## src/rtl/gat_feat_reader.sv

```systemverilog
// Streams the GAT new-feature BRAM out over a valid/ready master port, credit-limited by a FIFO.
// Optional FEAT_READER_ROW_LAST_EN adds m_tuser_rowlast marking the last word of each row.
module gat_feat_reader #(
  parameter int unsigned NEW_FEATURE_WIDTH  = 32,
  parameter int unsigned NUM_SUBGRAPHS      = 2708,
  parameter int unsigned NUM_FEATURE_OUT    = 16,
  parameter int unsigned NEW_FEATURE_DEPTH  = NUM_SUBGRAPHS * NUM_FEATURE_OUT,
  parameter int unsigned NEW_FEATURE_ADDR_W = $clog2(NEW_FEATURE_DEPTH),
  parameter int unsigned BRAM_LATENCY       = 2,
  parameter int unsigned FIFO_DEPTH         = 4
) (
  input  logic                            clk,
  input  logic                            rst_n,
  input  logic                            start,
  output logic [NEW_FEATURE_ADDR_W+1:0]   feat_bram_addrb,
  input  logic [NEW_FEATURE_WIDTH-1:0]    feat_bram_dout,
  output logic [NEW_FEATURE_WIDTH-1:0]    m_tdata,
  output logic                            m_tvalid,
  input  logic                            m_tready,
  output logic                            m_tlast,
`ifdef FEAT_READER_ROW_LAST_EN
  output logic                            m_tuser_rowlast,
`endif
  output logic                            busy,
  output logic                            done
);

  localparam int unsigned CntW = NEW_FEATURE_ADDR_W + 1;
  localparam int unsigned PtrW = (FIFO_DEPTH > 1) ? $clog2(FIFO_DEPTH) : 1;
  localparam int unsigned CrW  = $clog2(FIFO_DEPTH + BRAM_LATENCY + 2) + 1;
  localparam logic [CntW-1:0] LastIdx = CntW'(NEW_FEATURE_DEPTH - 1);

  typedef enum logic [1:0] {StIdle, StIssue, StDrain, StDone} state_e;

  state_e                         state_q, state_d;
  logic [CntW-1:0]                rd_idx_q, rd_idx_d;
  logic [CntW-1:0]                out_idx_q, out_idx_d;
  logic [NEW_FEATURE_ADDR_W+1:0]  addrb_q, addrb_d;
  // tag_q[0] pairs with addrb_q; tag_q[BRAM_LATENCY] marks dout valid this cycle.
  logic [BRAM_LATENCY:0]          tag_q, tag_d;
  logic [NEW_FEATURE_WIDTH-1:0]   mem_q [FIFO_DEPTH];
  logic [PtrW-1:0]                wptr_q, wptr_d, rptr_q, rptr_d;
  logic [CrW-1:0]                 count_q, count_d;
  logic [CrW-1:0]                 inflight;
  logic                           push, pop, issue, credit_ok;

  assign push      = tag_q[BRAM_LATENCY];
  assign m_tvalid  = (count_q != '0);
  assign m_tdata   = mem_q[rptr_q];
  assign pop       = m_tvalid && m_tready;
  assign m_tlast   = m_tvalid && (out_idx_q == LastIdx);
  assign feat_bram_addrb = addrb_q;
  assign busy      = (state_q == StIssue) || (state_q == StDrain);
  assign done      = (state_q == StDone);

  always_comb begin
    inflight = '0;
    for (int i = 0; i <= int'(BRAM_LATENCY); i++) begin
      inflight = inflight + CrW'(tag_q[i]);
    end
  end

  // A pop this cycle frees its slot in time for an issue in the same cycle.
  assign credit_ok = (inflight + count_q - CrW'(pop)) < CrW'(FIFO_DEPTH);

  always_comb begin
    state_d   = state_q;
    rd_idx_d  = rd_idx_q;
    out_idx_d = out_idx_q;
    addrb_d   = addrb_q;
    issue     = 1'b0;
    if (pop) begin
      out_idx_d = out_idx_q + 1'b1;
    end
    unique case (state_q)
      StIdle: begin
        if (start) begin
          state_d   = StIssue;
          rd_idx_d  = '0;
          out_idx_d = '0;
        end
      end
      StIssue: begin
        if (credit_ok) begin
          issue    = 1'b1;
          addrb_d  = {rd_idx_q[NEW_FEATURE_ADDR_W-1:0], 2'b00};
          rd_idx_d = rd_idx_q + 1'b1;
          if (rd_idx_q == LastIdx) begin
            state_d = StDrain;
          end
        end
      end
      StDrain: begin
        if (pop && (out_idx_q == LastIdx)) begin
          state_d = StDone;
        end
      end
      StDone: begin
        state_d = StIdle;
      end
      default: state_d = StIdle;
    endcase
  end

  always_comb begin
    tag_d   = {tag_q[BRAM_LATENCY-1:0], issue};
    wptr_d  = push ? wptr_q + 1'b1 : wptr_q;
    rptr_d  = pop ? rptr_q + 1'b1 : rptr_q;
    count_d = count_q + CrW'(push) - CrW'(pop);
  end

  always_ff @(posedge clk) begin
    if (!rst_n) begin
      state_q   <= StIdle;
      rd_idx_q  <= '0;
      out_idx_q <= '0;
      addrb_q   <= '0;
      tag_q     <= '0;
      wptr_q    <= '0;
      rptr_q    <= '0;
      count_q   <= '0;
      for (int i = 0; i < int'(FIFO_DEPTH); i++) begin
        mem_q[i] <= '0;
      end
    end else begin
      state_q   <= state_d;
      rd_idx_q  <= rd_idx_d;
      out_idx_q <= out_idx_d;
      addrb_q   <= addrb_d;
      tag_q     <= tag_d;
      wptr_q    <= wptr_d;
      rptr_q    <= rptr_d;
      count_q   <= count_d;
      if (push) begin
        mem_q[wptr_q] <= feat_bram_dout;
      end
    end
  end

`ifdef FEAT_READER_ROW_LAST_EN
  localparam int unsigned RowW = (NUM_FEATURE_OUT > 1) ? $clog2(NUM_FEATURE_OUT) : 1;
  localparam logic [RowW-1:0] RowLast = RowW'(NUM_FEATURE_OUT - 1);

  logic [RowW-1:0] row_q, row_d;

  always_comb begin
    row_d = row_q;
    if (state_q == StIdle && start) begin
      row_d = '0;
    end else if (pop) begin
      row_d = (row_q == RowLast) ? '0 : row_q + 1'b1;
    end
  end

  always_ff @(posedge clk) begin
    if (!rst_n) begin
      row_q <= '0;
    end else begin
      row_q <= row_d;
    end
  end

  assign m_tuser_rowlast = m_tvalid && (row_q == RowLast);
`endif

endmodule

```

## config.mk

```make
export PLATFORM = sky130hd
export DESIGN_NAME = gat_feat_reader
export DESIGN_NICKNAME = d
export VERILOG_FILES = /design/src/rtl/gat_feat_reader.sv
export SDC_FILE = /design/constraint.sdc
export NUM_CORES = 1
export LEC_CHECK = 0
export BUFFER_PORTS_ARGS = -buffer_cell sky130_fd_sc_hd__buf_2
export CORE_MARGIN = 1.5
export CORE_UTILIZATION = 33
export CTS_BUF_LIST = sky130_fd_sc_hd__clkbuf_16
export CTS_CLUSTER_DIAMETER = 100
export DETAILED_ROUTE_END_ITERATION = 8
export PLACE_DENSITY_LB_ADDON = 0.05
export REMOVE_ABC_BUFFERS = 1
export SLEW_MARGIN = 0
export SYNTH_ARGS = -nofsm -noshare
export SYNTH_HDL_FRONTEND = slang
export SYNTH_SLANG_ARGS = --single-unit
```

## constraint.sdc

```tcl
create_clock -name clk -period 4.4 [get_ports clk]
set_input_delay 0.44 -clock clk [delete_from_list [all_inputs] [get_ports clk]]
set_output_delay 0.44 -clock clk [all_outputs]
set_load 0.02 [all_outputs]
```

==> flow_summary.rst, run 1 <==
.. list-table::
   :header-rows: 1

   * - Metric
     - Value
   * - Warning count from the yosys run
     - 0
   * - Period minus WS final
     - 3.68 ns
   * - Clock tree from TritonCTS
     - yes
   * - Insertion delay of the later-clocked pin in the worst-skew pair
     - 0.44 ns
   * - Footprint of the flip-flops and latches
     - 5150 um2
   * - Fmax
     - 271 MHz
   * - Count of placed standard cells including taps
     - 1103
   * - Cell type with the largest total area after synthesis
     - sky130_fd_sc_hd__edfxtp_1
   * - Power density over the cells
     - 519 nW/um2
   * - Post-cts resize count
     - 0
   * - Area of the placeable core
     - 25200 um2
   * - Cell Rows
     - 58
   * - Post-route clock skew
     - 0.0145 ns
   * - Kind of path behind the tightest hold check
     - in2reg
   * - Cell at the root of the clock tree
     - sky130_fd_sc_hd__clkbuf_16
   * - Final sum of negative setup slack
     - 0 ns
   * - Endpoint kind of the worst setup timing path
     - flip-flop
   * - Power, Total
     - 5.09 mW
   * - Num ports
     - 90
   * - Total wire length after detailed routing
     - 19.6 mm
   * - Count of hold buffers inserted by post-cts repair
     - 0
   * - DRT antenna net count
     - 0
   * - Share of the synthesized area in the top cell type
     - 0.455
   * - Count of endpoints failing setup in the final report
     - 0
   * - Routed wirelength normalized by instance count
     - 17.3 um
   * - Slew Limit Headroom
     - 0.295
   * - Leakage power summed over all cells
     - 3.87 nW
   * - Area overhead of the layout relative to synthesis
     - 16.2%
   * - Pre-CTS setup slack
     - 0.676 ns
   * - Most common flop cell mapped by yosys
     - sky130_fd_sc_hd__edfxtp_1
   * - Congestion Overflow GR
     - 0
   * - Post-synthesis async set-or-reset flop share
     - 0
   * - Number of antenna diodes
     - 0
   * - Final hold viol count
     - 0
   * - Inserted Clock Buffers
     - 17
   * - Largest net degree at the start of global routing
     - 34
   * - Count leader, synth
     - sky130_fd_sc_hd__nor2_1
   * - Average via count per standard cell
     - 4.88
   * - Post-route fraction of the period consumed by the critical path
     - 0.837
   * - Clock transition at the register clock pins on the worst setup and hold paths after CTS
     - 0.08 ns
   * - Number of input and output port buffers inserted
     - 87
   * - Antenna violations before repair
     - 0
   * - Area of the multi-input gates
     - 3010 um2
   * - Post-layout instance count excluding filler cells
     - 1135
   * - Residual DRC count
     - 0
   * - Yosys cell types
     - 54
   * - Type of the setup path with the least slack
     - reg2reg
   * - Layout fillers
     - 2504
   * - Die Y-Extent
     - 163 um
   * - Final Max Slew Viols
     - 0
   * - HPWL after detailed placement
     - 11.6 mm
   * - Instance area after placement
     - 9250 um2
   * - Initial Utilization
     - 0.336
   * - Setup repair after global routing missed its margin
     - false
   * - Number of buffers between clock root and the deepest sink
     - 2
   * - Peak ir drop on the vdd network
     - 0.247 mV
   * - Transition at the pin with the smallest max-transition slack
     - 1.06 ns
   * - Number of global-route vias before repair
     - 5746
   * - Synth Cell Area
     - 8450 um2
   * - Utilization of the core after routing
     - 0.390
   * - Final design instance area without fill
     - 9820 um2
   * - Average footprint of a synthesized cell
     - 11.8 um2
   * - Router iterations before antenna repair
     - 4
   * - First-pass GRT wire length
     - 30.8 mm
   * - Die Footprint
     - 26600 um2
   * - Clk sink count
     - 193
   * - Number of violations reported at the end of detailed-routing iteration 0
     - 291
   * - Min setup slack post-route
     - 0.715 ns
   * - CP Launch Type
     - flip-flop
   * - Max H-tree Level
     - 4
   * - Fraction of layout cells with a size suffix above 1
     - 0.219
   * - Die Wd
     - 163 um
   * - Post-CTS setup buffers
     - 0
   * - Overall fraction of global-route tracks in use
     - 0.154
   * - Worst endpoint required time
     - 4.75 ns
   * - Post-synthesis sequential element count
     - 193
   * - Highest fanout seen on the critical path
     - 21
   * - Crit path arrival time
     - 4.03 ns
   * - Number of max-capacitance violations reported
     - 0
   * - Synthesized instance count
     - 716
   * - Number of enable flip-flop cells after synthesis
     - 128
   * - Final weighted congestion in routability-driven placement
     - 0.747
   * - Total number of vias
     - 5541
   * - Result of the run
     - complete, no violations
   * - Main area contributors after synthesis
     - sky130_fd_sc_hd__edfxtp_1 (45%), sky130_fd_sc_hd__dfxtp_1 (15%), sky130_fd_sc_hd__mux4_2 (8.5%)
   * - Tightest hold margin
     - 0.322 ns
   * - Share of synthesized area occupied by flip-flops and latches
     - 0.609
   * - Post-layout nets
     - 843
   * - Synth cell count leaders
     - sky130_fd_sc_hd__nor2_1 (146), sky130_fd_sc_hd__edfxtp_1 (128), sky130_fd_sc_hd__nand2_1 (70)
-- state kept, by name, summed over array words and instances, names as in the netlist, named ones only --
register         cells
mem_q              128
out_idx_q           17
rd_idx_q            17
feat_bram_addrb     16
count_q              4
tag_q                3
rptr_q               2
state_q              2
wptr_q               2
-- cell usage in the layout (no fill, tap or decap), drive strengths merged, types with 5 or more instances in the layout --
cell and n:
xor2 5, mux4 32, o21ai 19, buf 96, xnor2 14, clkbuf 17, ha 13, dfxtp 65
edfxtp 128, a21oi 19, inv 56, nor2 146, nand4 9, mux2i 18, nand3 12, nor3 8
nand2 70, or3 10, and2 6
-- metal layers --
| layer | global-route usage | share of wire | up-vias |
|---|---|---|---|
| li1 | - | - | 2675 |
| met1 | 0.186 | 0.45 | 2766 |
| met2 | 0.276 | 0.51 | 92 |
| met3 | 0.0343 | 0.036 | 8 |
| met4 | 0.0363 | 0.0061 | 0 |
| met5 | 0 | 0 | - |
-- worst max-delay path: stages, from the launching register on --
cell	delay [ns]
sky130_fd_sc_hd__dfxtp_1	0.30
sky130_fd_sc_hd__inv_1	0.07
sky130_fd_sc_hd__ha_1	0.13
sky130_fd_sc_hd__or3b_2	0.51
sky130_fd_sc_hd__and2_1	0.29
sky130_fd_sc_hd__nand2b_1	0.15
sky130_fd_sc_hd__nand2_1	0.07
sky130_fd_sc_hd__fa_1	0.36
sky130_fd_sc_hd__ha_1	0.27
sky130_fd_sc_hd__a31o_2	0.23
sky130_fd_sc_hd__nor3_2	0.22
sky130_fd_sc_hd__o21ai_2	0.07
sky130_fd_sc_hd__buf_4	0.26
sky130_fd_sc_hd__or4_1	0.53
sky130_fd_sc_hd__a21oi_1	0.15
-- kinds of logic after synthesis --
| logic type | count (synthesis) | synth area share |
|---|---|---|
| fa+ha+maj | 15 | 0.0240 |
| other cells | 1 | 0.000444 |
| mux | 50 | 0.107 |
| flops | 193 | 0.609 |
| xor+xnor | 20 | 0.0224 |
| buf+inv | 87 | 0.0415 |
| compound gates | 61 | 0.0447 |
| simple gates | 289 | 0.152 |
-- where the power goes --
group	total (mW)	internal (mW)	switching, mW
Combinational	1.43	0.617	0.818
Sequential	2.16	2.03	0.125
Clock	1.50	0.752	0.750
Total	5.09	3.40	1.69
-- cell type report --
class | instances | share of cell area
timing repair buffer | 96 | 0.0512
multi-input combinational | 437 | 0.307
clock inverter | 15 | 0.0141
inverter | 47 | 0.0180
tap | 330 | 0.0421
clock buffer | 17 | 0.0433
sequential | 193 | 0.524
-- final timing paths --
| kind | startpoint | to | slack [ns] | cells past startpoint |
|---|---|---|---|---|
| max | count_q[2]$_SDFF_PN0_ | rd_idx_q[5]$_SDFFE_PN0P_ | 0.72 | 14 |
| min | feat_bram_dout[14] | mem_q[3][14]$_DFFE_PP_ | 0.32 | 3 |
| max reg2reg | count_q[2]$_SDFF_PN0_ | rd_idx_q[5]$_SDFFE_PN0P_ | 0.72 | 14 |
| min reg2reg | tag_q[0]$_SDFF_PN0_ | tag_q[1]$_SDFF_PN0_ | 0.48 | 1 |
Power figures use the tool's default switching activity.
==> run 2, diff against run 1 <==
==> constraint.sdc (replaced) <==
create_clock -name clk -period 3.7 [get_ports clk]
set_input_delay 0.37 -clock clk [delete_from_list [all_inputs] [get_ports clk]]
set_output_delay 0.37 -clock clk [all_outputs]
set_load 0.02 [all_outputs]
==> run 2 against run 1 <==
  * Core utilization up 0.38 points
  * Worst setup slack worse by 0.44 ns
  * Clock-buffer cell count stayed put
  * Sequential share of layout area fell by 0.50 points
  * Critical path type unchanged
  * Critical endpoint is now feat_bram_addrb[4]$_SDFFE_PN0P_
  * Largest power group unchanged
==> flow_summary.rst, run 2 (synthesis results as in run 1) <==
.. list-table::
   :header-rows: 1

   * - Metric
     - Value
   * - Utilization of the core after routing
     - 0.394 (was 0.390)
   * - Num ports
     - 90 (unchanged)
   * - Overall fraction of global-route tracks in use
     - 0.154 (about the same)
   * - Type of the setup path with the least slack
     - reg2reg (unchanged)
   * - Total number of vias
     - 5592 (was 5541)
   * - Max H-tree Level
     - 4 (unchanged)
   * - Die Y-Extent
     - 163 um (unchanged)
   * - Period minus WS final
     - 3.42 ns (was 3.68 ns)
   * - Largest register FFs
     - 128 (unchanged)
   * - Post-layout instance count excluding filler cells
     - 1142 (was 1135)
   * - Cell count of the worst reg-to-reg path
     - 14 (unchanged)
   * - Endpoint kind of the worst setup timing path
     - flip-flop (unchanged)
   * - Cell at the root of the clock tree
     - sky130_fd_sc_hd__clkbuf_16 (unchanged)
   * - Min setup slack post-route
     - 0.275 ns (was 0.715 ns)
   * - Fmax
     - 292 MHz (was 271 MHz)
   * - Highest fanout seen on the critical path
     - 15 (was 21)
   * - Number of input and output port buffers inserted
     - 87 (unchanged)
   * - Transition at the pin with the smallest max-transition slack
     - 1.00 ns (was 1.06 ns)
   * - Die Wd
     - 163 um (unchanged)
   * - Kind of path behind the tightest hold check
     - in2reg (unchanged)
   * - Post-CTS setup buffers
     - 0 (unchanged)
   * - Power density over the cells
     - 622 nW/um2 (was 519 nW/um2)
   * - Leakage power summed over all cells
     - 3.93 nW (was 3.87 nW)
   * - Number of buffers between clock root and the deepest sink
     - 2 (unchanged)
   * - Clock tree from TritonCTS
     - yes (unchanged)
   * - Setup crit start
     - count_q[2]$_SDFF_PN0_ (unchanged)
   * - Count of placed standard cells including taps
     - 1110 (was 1103)
   * - Most common cell after layout, fill and taps aside
     - sky130_fd_sc_hd__nor2_1 (unchanged)
   * - Total wire length after detailed routing
     - 19.7 mm (was 19.6 mm)
   * - Routed wirelength normalized by instance count
     - 17.3 um (about the same)
   * - Worst setup path endpoint
     - feat_bram_addrb[4]$_SDFFE_PN0P_ (was rd_idx_q[5]$_SDFFE_PN0P_)
   * - Worst endpoint required time
     - 4.00 ns (was 4.75 ns)
   * - Clock transition at the register clock pins on the worst setup and hold paths after CTS
     - 0.08 ns (about the same)
   * - Post-cts resize count
     - 0 (unchanged)
   * - Number of violations reported at the end of detailed-routing iteration 0
     - 315 (was 291)
   * - Peak ir drop on the vdd network
     - 0.319 mV (was 0.247 mV)
   * - Slew Limit Headroom
     - 0.331 (was 0.295)
   * - Pre-CTS setup slack
     - 0.276 ns (was 0.676 ns)
   * - Tightest hold margin
     - 0.255 ns (was 0.322 ns)
   * - Post-route fraction of the period consumed by the critical path
     - 0.926 (was 0.837)
   * - Registers with the most flip-flops
     - mem_q x128, out_idx_q x17, rd_idx_q x17 (unchanged)
   * - Result of the run
     - complete, no violations (unchanged)
   * - Setup repair after global routing missed its margin
     - false (unchanged)
   * - Die Footprint
     - 26600 um2 (unchanged)
   * - CP Launch Type
     - flip-flop (unchanged)
   * - Final hold viol count
     - 0 (unchanged)
   * - HPWL after detailed placement
     - 12.2 mm (was 11.6 mm)
   * - Inserted Clock Buffers
     - 17 (unchanged)
   * - Final weighted congestion in routability-driven placement
     - 0.746 (was 0.747)
   * - Leading cell types in the layout, fill and taps excluded
     - sky130_fd_sc_hd__nor2_1 (145), sky130_fd_sc_hd__edfxtp_1 (128), sky130_fd_sc_hd__buf_2 (87), sky130_fd_sc_hd__nand2_1 (69), sky130_fd_sc_hd__dfxtp_1 (63) (unchanged)
   * - Count of endpoints failing setup in the final report
     - 0 (unchanged)
   * - Post-layout nets
     - 850 (was 843)
   * - Series of cell instances along the critical path
     - inv_1 > ha_1 > or3b_2 > and2_1 > nand2b_1 > nand2_1 > fa_1 > ha_1 > a31o_2 > and3_1 > o21ai_2 > buf_12 > mux2i_1 > nor2_1 (was inv_1 > ha_1 > or3b_2 > and2_1 > nand2b_1 > nand2_1 > fa_1 > ha_1 > a31o_2 > nor3_2 > o21ai_2 > buf_4 > or4_1 > a21oi_1)
   * - Cell Rows
     - 58 (unchanged)
   * - Congestion Overflow GR
     - 0 (unchanged)
   * - Average via count per standard cell
     - 4.90 (was 4.88)
   * - Router iterations before antenna repair
     - 4 (unchanged)
   * - Register bank with the most flops
     - mem_q (unchanged)
   * - Worst reg2reg path startpoint
     - count_q[2]$_SDFF_PN0_ (unchanged)
   * - Cell type with the highest occurrence count on the critical path
     - sky130_fd_sc_hd__ha_1 (unchanged)
   * - Internal reg-to-reg setup slack
     - 0.28 ns (was 0.72 ns)
   * - First-pass GRT wire length
     - 30.9 mm (was 30.8 mm)
   * - Post-route clock skew
     - 0.0142 ns (was 0.0145 ns)
   * - Capture point of the worst reg-to-reg path
     - feat_bram_addrb[4]$_SDFFE_PN0P_ (was rd_idx_q[5]$_SDFFE_PN0P_)
   * - Fraction of layout cells with a size suffix above 1
     - 0.225 (was 0.219)
   * - Clk sink count
     - 193 (unchanged)
   * - Number of global-route vias before repair
     - 5635 (was 5746)
   * - Area overhead of the layout relative to synthesis
     - 17.3% (was 16.2%)
   * - Max incr delay on CP
     - 0.51 ns (was 0.53 ns)
   * - Largest net degree at the start of global routing
     - 34 (unchanged)
   * - Number of antenna diodes
     - 0 (unchanged)
   * - Final Max Slew Viols
     - 0 (unchanged)
   * - Crit path arrival time
     - 3.73 ns (was 4.03 ns)
   * - Area of the placeable core
     - 25200 um2 (unchanged)
   * - Number of max-capacitance violations reported
     - 0 (unchanged)
   * - Initial Utilization
     - 0.336 (unchanged)
   * - Count of hold buffers inserted by post-cts repair
     - 0 (unchanged)
   * - DRT antenna net count
     - 0 (unchanged)
   * - Final sum of negative setup slack
     - 0 ns (unchanged)
   * - Antenna violations before repair
     - 0 (unchanged)
   * - Worst path slowest cell
     - sky130_fd_sc_hd__or3b_2 (was sky130_fd_sc_hd__or4_1)
   * - Layout fillers
     - 2441 (was 2504)
   * - Insertion delay of the later-clocked pin in the worst-skew pair
     - 0.43 ns (was 0.44 ns)
   * - Residual DRC count
     - 0 (unchanged)
[run 2: power breakdown]
part | total, mW | switching (mW) | leakage, nW | internal (mW)
Sequential | 2.51 | 0.0979 | 1.85 | 2.41
Clock | 1.84 | 0.878 | 0.294 | 0.966
Combinational | 1.81 | 1.04 | 1.79 | 0.773
Total | 6.17 | 2.01 | 3.93 | 4.15
[run 2: cell type report]
class	instances	area, um2	area share
multi-input combinational	437	3010	0.304
clock buffer	17	425	0.0429
tap	330	413	0.0417
timing repair buffer	103	568	0.0573
clock inverter	15	169	0.0170
inverter	47	176	0.0178
sequential	193	5150	0.519
[run 2: critical path, delay by kind of cell, from the launching register on]
| family | cells | cell delay, ns |
|---|---|---|
| simple gates | 6 | 1.12 |
| fa+ha+maj | 3 | 0.77 |
| compound gates | 2 | 0.63 |
| buf+inv | 2 | 0.30 |
| flops | 1 | 0.30 |
| mux | 1 | 0.19 |
[run 2: through the flow]
step	total power [mW]	cell area [um2]
2_1_floorplan	3.83	8280
6_report	6.17	9910
5_1_grt	6.51	9910
3_3_place_gp	4.40	9320
4_1_cts	6.28	9910
3_5_place_dp	4.42	9320
[run 2: layer usage]
layer	vias up	wire [um]	GRT usage
met1	2774	8710	0.191
met2	105	10100	0.274
met5	-	0	0
met4	0	256	0.0455
li1	2697	-	-
met3	16	653	0.0259
[run 2: worst min-delay path by stage]
stage / from / endpoint / slack [ns] / depth (start not counted)
final: feat_bram_dout[17] / mem_q[3][17]$_DFFE_PP_ / 0.25 / 3
after global routing: feat_bram_dout[17] / mem_q[3][17]$_DFFE_PP_ / 0.26 / 3
after CTS: feat_bram_dout[17] / mem_q[3][17]$_DFFE_PP_ / 0.24 / 3
after detailed placement: tag_q[0]$_SDFF_PN0_ / tag_q[1]$_SDFF_PN0_ / 0.46 / 1
after global placement: tag_q[0]$_SDFF_PN0_ / tag_q[1]$_SDFF_PN0_ / 0.46 / 1
after floorplan: tag_q[0]$_SDFF_PN0_ / tag_q[1]$_SDFF_PN0_ / 0.44 / 1
